===== src/rtl/beat_tick_gen_pkg.sv =====
// Shared timing definitions for the beat tick generator and the note scroller.
//   state_t             : FSM state encodings (IDLE/RUN/PAUSE)
//   CLOCK_HZ            : system clock rate
//   DEFAULT_PERIOD_CLKS : reset tick period (250 ms at 50 MHz)
//   MIN_PERIOD          : smallest accepted period; keeps ticks non-adjacent
package beat_tick_gen_pkg;

  typedef enum logic [1:0] {
    IDLE  = 2'd0,
    RUN   = 2'd1,
    PAUSE = 2'd2
  } state_t;

  localparam int unsigned CLOCK_HZ            = 50_000_000;
  localparam int unsigned TICKS_PER_SEC       = 4;
  localparam int unsigned DEFAULT_PERIOD_CLKS = CLOCK_HZ / TICKS_PER_SEC;
  localparam int unsigned MIN_PERIOD          = 2;

endpackage


===== src/rtl/beat_tick_gen_rate_divider.sv =====
// rate_divider: loadable down-counter with enable and terminal-count flag.
//   clock      in  system clock, rising edge
//   reset_n    in  synchronous active-low reset (count -> 0)
//   clear      in  synchronous clear (count -> 0), highest priority after reset
//   load       in  load load_value into the counter
//   load_value in  WIDTH-bit reload value
//   enable     in  decrement by one when not loading
//   tc         out high while the count is zero
module rate_divider #(
  parameter int unsigned WIDTH = 26
) (
  input  logic             clock,
  input  logic             reset_n,
  input  logic             clear,
  input  logic             load,
  input  logic [WIDTH-1:0] load_value,
  input  logic             enable,
  output logic             tc
);

  logic [WIDTH-1:0] count;

  always_ff @(posedge clock) begin
    if (!reset_n || clear) begin
      count <= '0;
    end else if (load) begin
      count <= load_value;
    end else if (enable) begin
      count <= count - WIDTH'(1);
    end
  end

  assign tc = (count == '0);

endmodule


===== src/rtl/beat_tick_gen.sv =====
// beat_tick_gen: divides the system clock into one-cycle tick pulses at a
// programmable period, tracks beat position within a bar and provides
// start/pause/stop control. Tempo changes apply only at period boundaries.
//   clock       in  system clock, rising edge
//   reset_n     in  synchronous active-low reset
//   start       in  IDLE->RUN or PAUSE->RUN (level)
//   pause       in  RUN->PAUSE
//   stop        in  any state->IDLE (highest priority)
//   period_in   in  requested period in clocks
//   period_load in  strobe capturing period_in (clamped to >= 2)
//   tick        out one-cycle pulse per period
//   beat_idx    out beat announced by the current/last tick
//   downbeat    out high with a tick whose beat_idx is 0
//   running     out high in RUN
//   period_ack  out one-cycle pulse following period_load
module beat_tick_gen
  import beat_tick_gen_pkg::*;
#(
  parameter int unsigned DIV_WIDTH      = 26,
  parameter int unsigned DEFAULT_PERIOD = DEFAULT_PERIOD_CLKS,
  parameter int unsigned BEATS_PER_BAR  = 4,
  localparam int unsigned BEAT_W        = $clog2(BEATS_PER_BAR)
) (
  input  logic                 clock,
  input  logic                 reset_n,
  input  logic                 start,
  input  logic                 pause,
  input  logic                 stop,
  input  logic [DIV_WIDTH-1:0] period_in,
  input  logic                 period_load,
  output logic                 tick,
  output logic [BEAT_W-1:0]    beat_idx,
  output logic                 downbeat,
  output logic                 running,
  output logic                 period_ack
);

  state_t                state, next_state;
  logic [DIV_WIDTH-1:0]  active_period, pending_period;
  logic [DIV_WIDTH-1:0]  load_clamped, pending_eff;
  logic [BEAT_W-1:0]     next_beat, next_beat_inc;
  logic                  div_clear, div_load, div_en, div_tc;
  logic [DIV_WIDTH-1:0]  div_load_val;
  logic                  advance, fire;

  assign load_clamped = (period_in < DIV_WIDTH'(MIN_PERIOD)) ? DIV_WIDTH'(MIN_PERIOD) : period_in;
  // A load coinciding with a reload is used by that reload.
  assign pending_eff  = period_load ? load_clamped : pending_period;
  assign next_beat_inc = (next_beat == BEAT_W'(BEATS_PER_BAR - 1)) ? '0 : next_beat + BEAT_W'(1);

  rate_divider #(
    .WIDTH (DIV_WIDTH)
  ) u_div (
    .clock      (clock),
    .reset_n    (reset_n),
    .clear      (div_clear),
    .load       (div_load),
    .load_value (div_load_val),
    .enable     (div_en),
    .tc         (div_tc)
  );

  always_ff @(posedge clock) begin
    if (!reset_n) begin
      state <= IDLE;
    end else begin
      state <= next_state;
    end
  end

  // The resume edge out of PAUSE counts as a RUN cycle, so a countdown that
  // was frozen at zero fires its tick on that very edge.
  always_comb begin
    next_state   = state;
    div_clear    = 1'b0;
    div_load     = 1'b0;
    div_load_val = '0;
    div_en       = 1'b0;
    advance      = 1'b0;
    fire         = 1'b0;
    if (stop) begin
      next_state = IDLE;
      div_clear  = 1'b1;
    end else begin
      case (state)
        IDLE: begin
          if (start) begin
            next_state   = RUN;
            div_load     = 1'b1;
            div_load_val = active_period - DIV_WIDTH'(1);
          end
        end
        RUN: begin
          if (pause) begin
            next_state = PAUSE;
          end else begin
            advance = 1'b1;
          end
        end
        PAUSE: begin
          if (!pause && start) begin
            next_state = RUN;
            advance    = 1'b1;
          end
        end
        default: begin
          next_state = IDLE;
          div_clear  = 1'b1;
        end
      endcase
    end
    if (advance) begin
      if (div_tc) begin
        fire         = 1'b1;
        div_load     = 1'b1;
        div_load_val = pending_eff - DIV_WIDTH'(1);
      end else begin
        div_en = 1'b1;
      end
    end
  end

  always_ff @(posedge clock) begin
    if (!reset_n) begin
      tick           <= 1'b0;
      downbeat       <= 1'b0;
      running        <= 1'b0;
      period_ack     <= 1'b0;
      beat_idx       <= '0;
      next_beat      <= '0;
      active_period  <= DIV_WIDTH'(DEFAULT_PERIOD);
      pending_period <= DIV_WIDTH'(DEFAULT_PERIOD);
    end else begin
      tick       <= fire;
      downbeat   <= fire && (next_beat == '0);
      running    <= (next_state == RUN);
      period_ack <= period_load;
      if (period_load) begin
        pending_period <= load_clamped;
      end
      if (stop) begin
        beat_idx  <= '0;
        next_beat <= '0;
      end else if (state == IDLE) begin
        // While idle, keep the start value in step with the latest load.
        next_beat <= '0;
        if (!start) begin
          active_period <= pending_eff;
        end
      end else if (fire) begin
        beat_idx      <= next_beat;
        next_beat     <= next_beat_inc;
        active_period <= pending_eff;
      end
    end
  end

endmodule

===== config.mk =====
export PLATFORM = sky130hd
export DESIGN_NAME = beat_tick_gen
export DESIGN_NICKNAME = d
export VERILOG_FILES = /design/src/rtl/beat_tick_gen_pkg.sv /design/src/rtl/beat_tick_gen_rate_divider.sv /design/src/rtl/beat_tick_gen.sv
export SDC_FILE = /design/constraint.sdc
export NUM_CORES = 1
export LEC_CHECK = 0
export ABC_AREA = 1
export CAP_MARGIN = 20
export CORE_MARGIN = 1
export CORE_UTILIZATION = 60
export CTS_CLUSTER_SIZE = 25
export DETAILED_ROUTE_END_ITERATION = 6
export PLACE_DENSITY_LB_ADDON = 0.12
export SYNTH_ARGS = -nofsm -noshare
export SYNTH_HDL_FRONTEND = slang
export SYNTH_SLANG_ARGS = --single-unit

===== constraint.sdc =====
create_clock -name clock -period 2.92 [get_ports clock]
set_input_delay 0.292 -clock clock [delete_from_list [all_inputs] [get_ports clock]]
set_output_delay 0.292 -clock clock [all_outputs]
set_load 0.02 [all_outputs]

# Word level (Yosys, flattened, before mapping)
# Cells that the tools add are included.
op_classes:
  reduce_logical: 15
  mux: 33
  add_sub_neg: 4
  magnitude_cmp: 1
  bitwise_logic: 3
  n_eq_ne: 5
ops:
  columns: ["cell", "n"]
  rows:
  - ["two-way mux 26 bit", 12]
  - ["subtractor 26 x 1 -> 26 bit (second input constant)", 3]
  - ["zero test 26 bit", 1]
  - ["< comparator 26 x 2 -> 1 bit (second input constant)", 1]
  - ["two-way mux 1 bit", 14]
  - ["two-way mux 2 bit", 5]
  - ["case mux 2 bit (3 select lines)", 1]
  - ["OR reduction 3 bit", 2]
  - ["== test 2 x 1 -> 1 bit (second input constant)", 2]
  - ["== test 2 bit (second input constant)", 2]
  - ["zero test 2 bit", 2]
  - ["nonzero test 2 bit", 2]
  - ["NOT 1 bit", 3]
  - ["AND reduction 3 bit", 1]
  - ["adder 2 x 1 -> 2 bit (second input constant)", 1]
  - ["logical AND 1 bit", 2]
  - ["zero test 1 bit", 2]
  - ["inequality test 2 bit (second input constant)", 1]
  - ["case mux 1 bit (2 select lines)", 1]
  - ["AND reduction 2 bit", 1]
  - ["OR reduction 2 bit", 1]
  - ["logical OR 1 bit", 1]
totals:
  ff_bits: 88
  out_inout_bits: 6
  inputBits: 32

# Longest topological paths before layout
# Gate-level depths: netlist (run 1).
depth:
  depth_word: 8
  depth_mapped: 18

# Modules after synthesis
# Synthesis (run 1) repeated with hierarchy kept, for this count alone.
unflattened:
  cells_unflattened: 922
  area_unflattened_um2: 5990.7
by_module_without_submodules:
  columns: ["mod", "instances", "cells_per_inst", "area_per_inst_um2"]
  rows:
  - ["beat_tick_gen", 1, 651, 4137.7]
  - ["rate_divider", 1, 271, 1853.0]

# Worst setup path before layout (run 1)
# OpenSTA, ideal clock, no wires.
synth_timing:
  path_type: "input to register"
  startpoint: "input period_load"
  endpoint: "register u_div.count[22]"
  arrival_time_ns: 1.997
  path_buffers: 2
  setup_time_ns: 0.122
  cell_stages: 13
  setup_slack_ns: 0.801
  t_required_ns: 2.798
  cell_sequence: "buf_2 -> buf_2 -> nor2_1 -> a21oi_1 -> ha_1 -> nand2_1 -> nor2_1 -> nand2_1 -> nor2_1 -> nand2_1 -> xor2_1 -> o21ai_0 -> a21oi_1"
synth_between:
  elab_chain_len: 5
synth_lines:
  columns: ["element", "line_no", "text"]
  rows:
  - ["from (decl)", "beat_tick_gen.sv:30", "input logic period_load,"]
  - ["two-way mux 26 bit", null, null]
  - ["subtractor 26 x 1 -> 26 bit", "beat_tick_gen.sv:116", "div_load_val = pending_eff - DIV_WIDTH'(1);"]
  - ["two-way mux 26 bit", "beat_tick_gen.sv:113", "if (div_tc) begin"]
  - ["two-way mux 26 bit", "beat_tick_gen.sv:112", "if (advance) begin"]
  - ["two-way mux 26 bit", "beat_tick_gen_rate_divider.sv:26", "end else if (load) begin"]
  - ["to (signal assigned)", "beat_tick_gen_rate_divider.sv:27", "count <= load_value;"]
  - ["to (signal assigned)", "beat_tick_gen_rate_divider.sv:29", "count <= count - WIDTH'(1);"]
  - ["to (decl)", "beat_tick_gen_rate_divider.sv:21", "logic [WIDTH-1:0] count;"]
# No other way between the ends.
# A chain may end at the register's enable or synchronous reset.

# Worst setup path after layout (run 1)
layout_timing:
  startpoint: "input period_in[13]"
  endpoint: "register u_div.count[10]"
layout_between:
  elab_chain_len: 7
layout_lines:
  columns: ["element", "line_no", "text"]
  rows:
  - ["from (decl)", "beat_tick_gen.sv:29", "input logic [DIV_WIDTH-1:0] period_in,"]
  - ["< comparator 26 x 2 -> 1 bit", "beat_tick_gen.sv:46", "assign load_clamped = (period_in < DIV_WIDTH'(MIN_PERIOD)) ? DIV_WIDTH'(MIN_PERIOD) : period_in;"]
  - ["two-way mux 26 bit", "beat_tick_gen.sv:46", null]
  - ["two-way mux 26 bit", null, null]
  - ["subtractor 26 x 1 -> 26 bit", "beat_tick_gen.sv:116", null]
  - ["two-way mux 26 bit", "beat_tick_gen.sv:113", null]
  - ["two-way mux 26 bit", "beat_tick_gen.sv:112", null]
  - ["two-way mux 26 bit", "beat_tick_gen_rate_divider.sv:26", null]
# No other way between the ends.

==> results.sh, run 1 <==
export IMPL_cts_setup_buffers=0
export IMPL_required_ns=3.23
export IMPL_cts_max_level=3
export IMPL_first_pass_iters=5
export IMPL_cp_cell_sequence="clkdlybuf4s50_1 > inv_1 > nand2_1 > nor2_1 > nand2_1 > nor2_1 > nand2_1 > a21oi_2 > ha_1 > nand2_1 > buf_4 > nor3_1 > nand3_1 > o21ai_0 > o21ai_0 > a21oi_1"
export IMPL_status="complete, no violations"
export IMPL_clockBufferDepth=2
export IMPL_period_needed_ns=2.619
export IMPL_grt_first_pass_wirelength_mm=26.08
export IMPL_ctsResizeCount=0
export IMPL_fin_crit_sh=0.8969
export IMPL_final_nets=997
export IMPL_area_growth_pct=14.76
export IMPL_gp_congestion=0.9118
export IMPL_register_area_um2=1762
export IMPL_mostFrequentLayoutCells="nand2_1, nor2_1, inv_1"
export IMPL_min_path_cells=2
export IMPL_finalSetupViolCount=0
export IMPL_cts_buffers=9
export IMPL_vias_per_cell=5.520
export IMPL_io_buffers=37
export IMPL_rsz0062_at_grt="false"
export IMPL_critPathMaxFanout=3
export IMPL_hold_path_class="register to register"
export IMPL_fp_row_count=35
export IMPL_critPathCaptureType="register"
export IMPL_synth_edff_count=0
export IMPL_holdPathEnd="pending_period[8]"
export IMPL_cap_violations=0
export IMPL_syn_inst=909
export IMPL_final_area_um2=6556
export IMPL_nFillCells=801
export IMPL_synthesis_area_um2=5713
export IMPL_rrSetupSlack_ns=0.48
export IMPL_synthArstFlopShare=0
export IMPL_power_density_nw_per_um2=460.2
export IMPL_placed_cells=1074
export IMPL_synth_cell_types=43
export IMPL_start_util=0.6183
export IMPL_crit_family="simple AND/OR/NAND/NOR gates"
export IMPL_report_final_slew_viol_count=0
export IMPL_static_leakage_power_nw=3.091
export IMPL_cp_slowest_cell="clkdlybuf4s50_1"
export IMPL_synth_seq_area_share=0.3084
export IMPL_clk_latency_ns=0.36
export IMPL_cts_sinks=88
export IMPL_synth_top_flop_cell="dfxtp_1"
export IMPL_die_h_um=99.58
export IMPL_peakVddDrop_uv=305.5
export IMPL_synth_fp_nets=950
export IMPL_stdcell_count=1090
export IMPL_grt_ovfl_total=0
export IMPL_yosys_warnings=0
export IMPL_vias=6017
export IMPL_cp_start_kind="input port"
export IMPL_multi_input_area_um2=3373
export IMPL_cp_slowest_stage_delay_ns=0.43
export IMPL_skew_ns=0.01428
export IMPL_final_layout_size_suffix_gt1_frac=0.08533
export IMPL_clk_pin_slew_worst_paths_ns=0.10
export IMPL_dp_hpwl_mm=12.00
export IMPL_hold_viol_final=0
export IMPL_layout_commonest_cell="nand2_1"
export IMPL_grt_util_all_layers=0.3305
export IMPL_ctsHoldBuffers=0
export IMPL_io_pins=38
export IMPL_wl_mm=15.80
export IMPL_drtIter0Drc=409
export IMPL_worst_path_most_repeated_cell="nand2_1"
export IMPL_rr_worst_depth=12
export IMPL_max_freq_mhz=381.8
export IMPL_worstPathArrival_ns=2.92
export IMPL_avgSynthCellArea_um2=6.285
export IMPL_min_from="pending_period[8]"
export IMPL_dieArea_um2=9916
export IMPL_die_w_um=99.58
export IMPL_cts_tree="done"
export IMPL_critPathKind="input port to register"
export IMPL_grt_pass1_vias=5511
export IMPL_placedInstanceArea_um2=6321
export IMPL_critPathBufInv=3
export IMPL_reg2reg_from="u_div.count[0]"
export IMPL_worstReg2RegEnd="u_div.count[4]"
export IMPL_ant_nets=0
export IMPL_tightest_slew_ns=0.5621
export IMPL_drc=0
export IMPL_wl_per_cell_um=14.50
export IMPL_grt_max_degree=41
export IMPL_core_area_um2=9240
export IMPL_ys_seq_elements=88
export IMPL_antenna_found_initial=0
export IMPL_max_slew_margin_rel=0.6224
export IMPL_root_buffer="clkbuf_8"
export IMPL_diodes=0
## kinds of logic (layout without fill, tap and decap cells)
logic type | Yosys count | after routing | share of synthesized area
AND/OR/NAND/NOR | 447 | 447 | 0.3399
AO/OA/AOI/OAI | 191 | 191 | 0.1857
buffers and inverters | 145 | 197 | 0.1018
flip-flops | 88 | 88 | 0.3084
XOR/XNOR | 29 | 29 | 0.04446
adder cells (fa/ha/maj) | 9 | 9 | 0.01971
## layer usage
metal | up-vias | wire, um | track usage
met3 | 38 | 953 | 0.03162
li1 | 3037 | - | -
met2 | 212 | 7427 | 0.5662
met1 | 2730 | 6922 | 0.4268
met5 | - | 0 | 0
met4 | 0 | 497 | 0.1357
## metrics by stage
step	hold WS (ns)	setup TNS (ns)	util	worst slack (ns)	power, mW
5_1_grt	0.5337	0	0.7095	0.07186	3.160
3_5_place_dp	0.4784	-0.1736	0.6841	-0.1149	2.042
2_1_floorplan	0.4468	0	-	0.8011	1.824
6_report	0.4995	0	0.7095	0.3010	3.017
4_1_cts	0.4931	0	0.7091	0.2632	3.014
3_3_place_gp	0.4585	-0.07019	0.6841	-0.05272	2.031
## Yosys cell counts (all sizes together), types with 2 or more instances
library cell    n  area (um^2)
nor3b           2        20.02
buf            14        90.08
a21oi          73        365.4
nand3          51        255.2
o211ai         10        115.1
xnor2           4        35.03
nor3           17        105.1
nor4            4        31.28
clkbuf         15        56.30
nand4          14        108.9
nor2          138        560.5
or2             5        31.28
nand2         215        822.0
dfxtp          88         1762
xor2           25        219.0
a31oi           5        31.28
o21ai          97        496.7
ha              9        112.6
inv           116        435.4
## worst max path at each step
stage	startpoint	depth (start not counted)	to	slack [ns]
after floorplan	period_load	13	u_div.count[22]	0.80
after global placement	period_in[13]	16	u_div.count[10]	-0.05
after detailed placement	period_in[13]	16	u_div.count[10]	-0.11
after CTS	period_in[13]	16	u_div.count[10]	0.26
after global routing	period_in[14]	17	u_div.count[22]	0.07
final	period_in[13]	16	u_div.count[10]	0.30
## area by class of cell
cell class | instances | area share
clock buffers | 12 | 0.02366
clock inverters | 4 | 0.01164
inverters | 116 | 0.06641
multi-input cells | 676 | 0.5145
flip-flops and latches | 88 | 0.2687
well taps | 129 | 0.02462
repair buffers | 65 | 0.09046
## flip-flops by register name, summed over array words and instances, names as in the netlist
name / count
state: 2
downbeat: 1
beat_idx: 2
running: 1
period_ack: 1
active_period: 26
pending_period: 26
u_div.count: 26
tick: 1
next_beat: 2
## worst reg2reg max path, stage by stage (launching register included)
cell     delay, ns
dfxtp_1       0.36
inv_1         0.09
ha_1          0.23
nand2_2       0.12
nor2_4        0.17
nand4_2       0.13
nor2_4        0.15
nand4_4       0.19
inv_2         0.36
o21ai_0       0.19
nand2_1       0.15
o21ai_0       0.10
a21oi_1       0.14
## power breakdown
group | switching [mW] | leakage (nW) | internal, mW
Combinational | 0.444 | 2.26 | 0.269
Sequential | 0.0518 | 0.723 | 1.26
Clock | 0.458 | 0.113 | 0.531
Total | 0.954 | 3.09 | 2.06
No activity file was read; power rests on OpenSTA's default activity.
==> run 2: changes to the inputs <==
Settings changed: PLACE_DENSITY_LB_ADDON 0.12 to 0.15.
==> run 2 against run 1 <==
Net effect: flip-flop and latch count did not move; worst hold slack got worse by 0.0078 ns; highest routed layer unchanged; combinational power is 1% lower; power shrank 2.5%; setup slack better by 0.025 ns; largest cell class unchanged; clock power decreased by 7.1%; maximum frequency increased by 0.97%; via count grew 2.7%.
==> results.sh, run 2 (synthesized netlist as in run 1, its figures left out) <==
export IMPL_wl_mm=16.18
export IMPL_route_top_layer_used="met4"
export IMPL_required_ns=3.16
export IMPL_rsz0062_at_grt="false"
export IMPL_critPathCaptureType="register"
export IMPL_max_slew_margin_rel=0.6417
export IMPL_dp_hpwl_mm=12.17
export IMPL_power_mw=2.941
export IMPL_critPathKind="input port to register"
export IMPL_placed_cells=1065
export IMPL_drtIter0Drc=567
export IMPL_static_leakage_power_nw=3.035
export IMPL_finalSetupViolCount=0
export IMPL_report_final_slew_viol_count=0
export IMPL_cts_tree="done"
export IMPL_cts_buffers=9
export IMPL_grt_ovfl_total=0
export IMPL_power_density_nw_per_um2=454.4
export IMPL_die_w_um=99.58
export IMPL_wl_met2_mm=7.691
export IMPL_vias=6178
export IMPL_die_h_um=99.58
export IMPL_fin_crit_sh=0.8883
export IMPL_status="complete, no violations"
export IMPL_grt_util_all_layers=0.3365
export IMPL_max_freq_mhz=385.6
export IMPL_grt_pass1_vias=5719
export IMPL_hold_viol_final=0
export IMPL_stdcell_count=1081
export IMPL_tightest_slew_ns=0.5368
export IMPL_hold_path_class="register to register"
export IMPL_clk_pin_slew_worst_paths_ns=0.09
export IMPL_antenna_found_initial=0
export IMPL_period_needed_ns=2.594
export IMPL_route_met3_wl_um=980
export IMPL_skew_ns=0.01431
export IMPL_worstPathArrival_ns=2.83
export IMPL_critPathMaxFanout=4
export IMPL_first_pass_iters=6
export IMPL_clockBufferDepth=2
export IMPL_drc=0
export IMPL_ctsHoldBuffers=0
export IMPL_io_buffers=37
export IMPL_grt_first_pass_wirelength_mm=26.62
export IMPL_final_nets=988
export IMPL_diodes=0
export IMPL_ant_nets=0
export IMPL_gp_congestion=0.9542
export IMPL_final_layout_size_suffix_gt1_frac=0.07773
export IMPL_mostFrequentLayoutCells="nand2_1, nor2_1, inv_1"
export IMPL_clk_latency_ns=0.36
export IMPL_root_buffer="clkbuf_8"
export IMPL_start_util=0.6183
export IMPL_grt_max_degree=39
export IMPL_dieArea_um2=9916
export IMPL_layout_commonest_cell="nand2_1"
export IMPL_cts_max_level=3
export IMPL_vias_per_cell=5.715
export IMPL_wl_per_cell_um=14.97
export IMPL_cp_start_kind="input port"
export IMPL_cap_violations=0
export IMPL_fp_row_count=35
export IMPL_area_growth_pct=13.27
export IMPL_core_area_um2=9240
export IMPL_top_regs="active_period (26), pending_period (26), u_div.count (26)"
export IMPL_io_pins=38
export IMPL_peakVddDrop_uv=347.3
export IMPL_m1WireLength_mm=6.893
export IMPL_cts_sinks=88
## run 2: changes by cell type in the layout (fill, tap and decap cells not counted), sizes merged
cell	delta
clkbuf	-1
inv	+1
bufinv	-1
buf	-9
clkinvlp	+1
## run 2: timing repair
action,4_1_cts,5_1_grt
buffers inserted,0,0
endpoints found under the setup margin,0,1
gates resized for setup,0,1
## run 2: worst paths after layout
path,start,to,slack (ns),cells after the start
worst max register to register,u_div.count[0],active_period[3],0.40,12
worst max-delay path,period_in[2],u_div.count[22],0.33,17
worst min register to register,pending_period[8],pending_period[8],0.49,2
worst min-delay path,pending_period[8],pending_period[8],0.49,2
## run 2: power breakdown
part / leakage (nW) / internal [mW] / total [mW] / switching [mW]
clock: 0.102 / 0.448 / 0.919 / 0.471
sequential: 0.723 / 1.26 / 1.32 / 0.0523
combinational: 2.21 / 0.257 / 0.706 / 0.448
total: 3.04 / 1.97 / 2.94 / 0.972
## run 2: stage by stage
stage                     setup TNS [ns]  hold slack, ns  area, um^2  setup WS (ns)  utilization
after floorplan                        0          0.4468        5713         0.8011            -
after global placement                 0          0.4619        6254       0.007744       0.6768
after detailed placement        -0.09099          0.4707        6254       -0.09099       0.6768
after CTS                              0          0.4861        6467         0.2984       0.6999
after global routing                   0          0.5370        6471        0.01859       0.7003
final                                  0          0.4917        6471         0.3263       0.7003
## run 2: layout make-up
| type | instances | area (um^2) |
|---|---|---|
| Fill cell | 840 | 2769 |
| Clock buffer | 11 | 151.4 |
| Timing Repair Buffer | 56 | 525.5 |
| Multi-Input combinational cell | 676 | 3373 |
| Sequential cell | 88 | 1762 |
| Inverter | 116 | 435.4 |
| Tap cell | 129 | 161.4 |
| Clock inverter | 5 | 62.56 |
## run 2: layer usage
metal	track usage	up-vias
met5	0	-
li1	-	3019
met3	0.03514	53
met2	0.5737	269
met1	0.4243	2837
met4	0.1663	0
## run 2: worst max-delay path, cell delays in order
cell and delay, ns:
clkdlybuf4s50_1 0.43, inv_1 0.06, nand2_1 0.07, nor2_1 0.09, nand2_1 0.06, nor2_1 0.09, nand2_1 0.12, a21oi_2 0.22
ha_1 0.19, nand2_1 0.11, nor2_1 0.19, nand2_1 0.13, nor2_1 0.19, nand2_1 0.09, xor2_1 0.14, o21ai_0 0.25
a21oi_1 0.10
==> patch (settings of run 2) <==
Add an input register stage for `period_in` and `period_load`; this delays them by one clock. The other inputs are not delayed to match. Comments in the files are not updated.
--- a/src/rtl/beat_tick_gen.sv
+++ b/src/rtl/beat_tick_gen.sv
@@ -35,6 +35,14 @@
   output logic                 period_ack
 );
 
+  logic [DIV_WIDTH-1:0] period_q;
+  logic period_load_q;
+
+  always_ff @(posedge clock) begin
+    period_q      <= period_in;
+    period_load_q <= period_load;
+  end
+
   state_t                state, next_state;
   logic [DIV_WIDTH-1:0]  active_period, pending_period;
   logic [DIV_WIDTH-1:0]  load_clamped, pending_eff;
@@ -43,9 +51,9 @@
   logic [DIV_WIDTH-1:0]  div_load_val;
   logic                  advance, fire;
 
-  assign load_clamped = (period_in < DIV_WIDTH'(MIN_PERIOD)) ? DIV_WIDTH'(MIN_PERIOD) : period_in;
+  assign load_clamped = (period_q < DIV_WIDTH'(MIN_PERIOD)) ? DIV_WIDTH'(MIN_PERIOD) : period_q;
   // A load coinciding with a reload is used by that reload.
-  assign pending_eff  = period_load ? load_clamped : pending_period;
+  assign pending_eff  = period_load_q ? load_clamped : pending_period;
   assign next_beat_inc = (next_beat == BEAT_W'(BEATS_PER_BAR - 1)) ? '0 : next_beat + BEAT_W'(1);
 
   rate_divider #(
@@ -134,8 +142,8 @@
       tick       <= fire;
       downbeat   <= fire && (next_beat == '0);
       running    <= (next_state == RUN);
-      period_ack <= period_load;
-      if (period_load) begin
+      period_ack <= period_load_q;
+      if (period_load_q) begin
         pending_period <= load_clamped;
       end
       if (stop) begin
Check against the original RTL: not equivalent (a bounded check fails within 4 cycles, from zero or initial values and one cycle with reset_n low).
==> patch against run 2 <==
  * Design area increased by 11%
  * Sequential cell count increased by 27
  * Routed wire length decreased by 1.6%
  * Via count decreased by 2.1%
  * Hold slack got worse by 0.29 ns
  * First-iteration DRC count decreased by 20%
  * Synthesized area increased by 7.5%
  * Sequential power increased by 30%
  * Setup slack got worse by 0.045 ns
  * Synthesized cell count increased by 2.6%
  * Power increased by 45%
  * Non-clock buffer count decreased by 6
  * Largest cell class unchanged
==> patch: results (changes against run 2) <==
worst_setup_path:
  worstPathArrival_ns: 3.07  # was 2.83 ns
  reg2reg_slack_ns: 0.28  # was 0.40 ns
  critical-path-max-stage-delay_ns: 0.30  # was 0.43 ns
  crit_family: "simple AND/OR/NAND/NOR gates"  # unchanged
  cpMaxStageDelayCell: "dfxtp_1"  # was clkdlybuf4s50_1
  critPathMaxFanout: 29  # was 4
yosys:
  yosys-top-cells-count: "nand2_1, nor2_1, dfxtp_1, inv_1, o21ai_0"  # was nand2_1, nor2_1, inv_1, dfxtp_1, o21ai_0
  yosysSeqAreaShare_pct: 37.5  # was 30.8%
  yosys_warnings: 0  # unchanged
  syn_avg_cell_area_sq_um: 6.58  # was 6.28 sq um
  syn_nets: 974  # was 950
  synthArstFlopShare_pct: 0  # unchanged
  synth.distinct_cells: 41  # was 43
  synth_area_leaders: "dfxtp_1, nand2_1, nor2_1"  # unchanged
layout:
  drive_above_1_share_pct: 7.30  # was 7.77%
  final_cell_count_no_fill: 1119  # was 1081
  synthToLayoutAreaGrowth_pct: 17.1  # was 13.3%
  antennaDiodeCount: 0  # unchanged
  fill_cells: 820  # was 840
  nets: 1014  # was 988
clock_tree:
  cts_buffers: 17  # was 9
  clock_latency_ns: 0.53  # was 0.36 ns
  cts_root_buf: "clkbuf_8"  # unchanged
  clockBufferDepth: 2  # unchanged
  path_clk_slew_ns: 0.06  # was 0.09 ns
  h-tree-depth: 4  # was 3
grt:
  gr-usage-all-layers_pct: 32.2  # was 33.6%
  grt_pass1_vias: 5409  # was 5719
  antenna_found_initial: 0  # unchanged
  grt_first_pass_wirelength_mm: 25.7  # was 26.6 mm
  grt_max_degree: 41  # was 39
power:
  peakVddDrop_uv: 603  # was 347 uV
  leakagePower_nw: 3.33  # was 3.04 nW
place:
  hpwl_mm: 11.5  # was 12.2 mm
  routabilityCongestion: 0.966  # was 0.954
  placed_area_sq_um: 6650  # was 6250 sq um
  pre_cts_ws_ns: 0.116  # was -0.0910 ns
  io_buffers: 37  # unchanged
detailed_routing:
  routed_wl_mm: 15.9  # was 16.2 mm
  drt_iter0_drc: 455  # was 567
  drt_first_pass_iters: 5  # was 6
  route.vias.total: 6048  # was 6178
min_path:
  hold_class: "input pin to flop"  # was flop to flop
timing:
  relSlewSlack_pct: 67.2  # was 64.2%
  fmax_ghz: 0.379  # was 0.386 GHz
  hold-worst-slack_ns: 0.200  # was 0.492 ns
  skew_ns: 0.00702  # was 0.0143 ns
status:
  status: "complete, no violations"  # unchanged
## patch: cell types whose count changed in the layout (fill, tap and decap cells not counted), sizes merged, moves of 5 or more
cell,delta
clkinv,+6
nand2,+20
nand4,+5
buf,-6
o21ai,-11
o211ai,+5
dfxtp,+27
a21oi,-16
nand3,-9
clkbuf,+8
## patch: cells by family (layout without fill, tap and decap cells)
kind of cell | count (synthesis) | in the layout | share of synthesized area (%)
fa+ha+maj | 9 | 9 | 1.83
xor+xnor | 29 | 29 | 4.14
simple gates | 460 | 460 | 31.3
compound gates | 177 | 177 | 16.0
buf+inv | 143 | 196 | 9.31
flops | 115 | 115 | 37.5
## patch: area by class of cell
class	count	area share (%)
clock inverters	13	1.43
clock buffers	19	6.00
flip-flops and latches	115	32.0
repair buffers	50	6.68
inverters	114	5.95
well taps	133	2.31
multi-input cells	675	45.6
## patch: what timing repair did
| action | CTS | global route |
|---|---|---|
| setup buffers | 0 | 0 |
| resized for setup | 0 | 4 |
| setup endpoints to repair | 0 | 7 |
## patch: path summary, 6_finish.rpt
kind	depth (start not counted)	from	end
setup / recovery	16	u_div.count[1]	u_div.count[5]
hold / removal	1	period_in[6]	period_q[6]
setup reg to reg	16	u_div.count[1]	u_div.count[5]
hold reg to reg	2	pending_period[8]	pending_period[8]
## patch: metal layers
metal	global-route usage, %	vias to the layer above	wire (um)
li1	-	3109	-
met1	43.4	2702	7470
met2	50.6	213	7120
met3	7.06	24	1050
met4	12.0	0	274
met5	0	-	0
## patch: power by group
part / leakage, nW / switching [mW] / internal (mW) / total (mW)
combinational: 2.13 / 0.433 / 0.248 / 0.681
sequential: 0.951 / 0.0641 / 1.65 / 1.72
clock: 0.256 / 0.776 / 1.07 / 1.85
total: 3.33 / 1.27 / 2.98 / 4.25
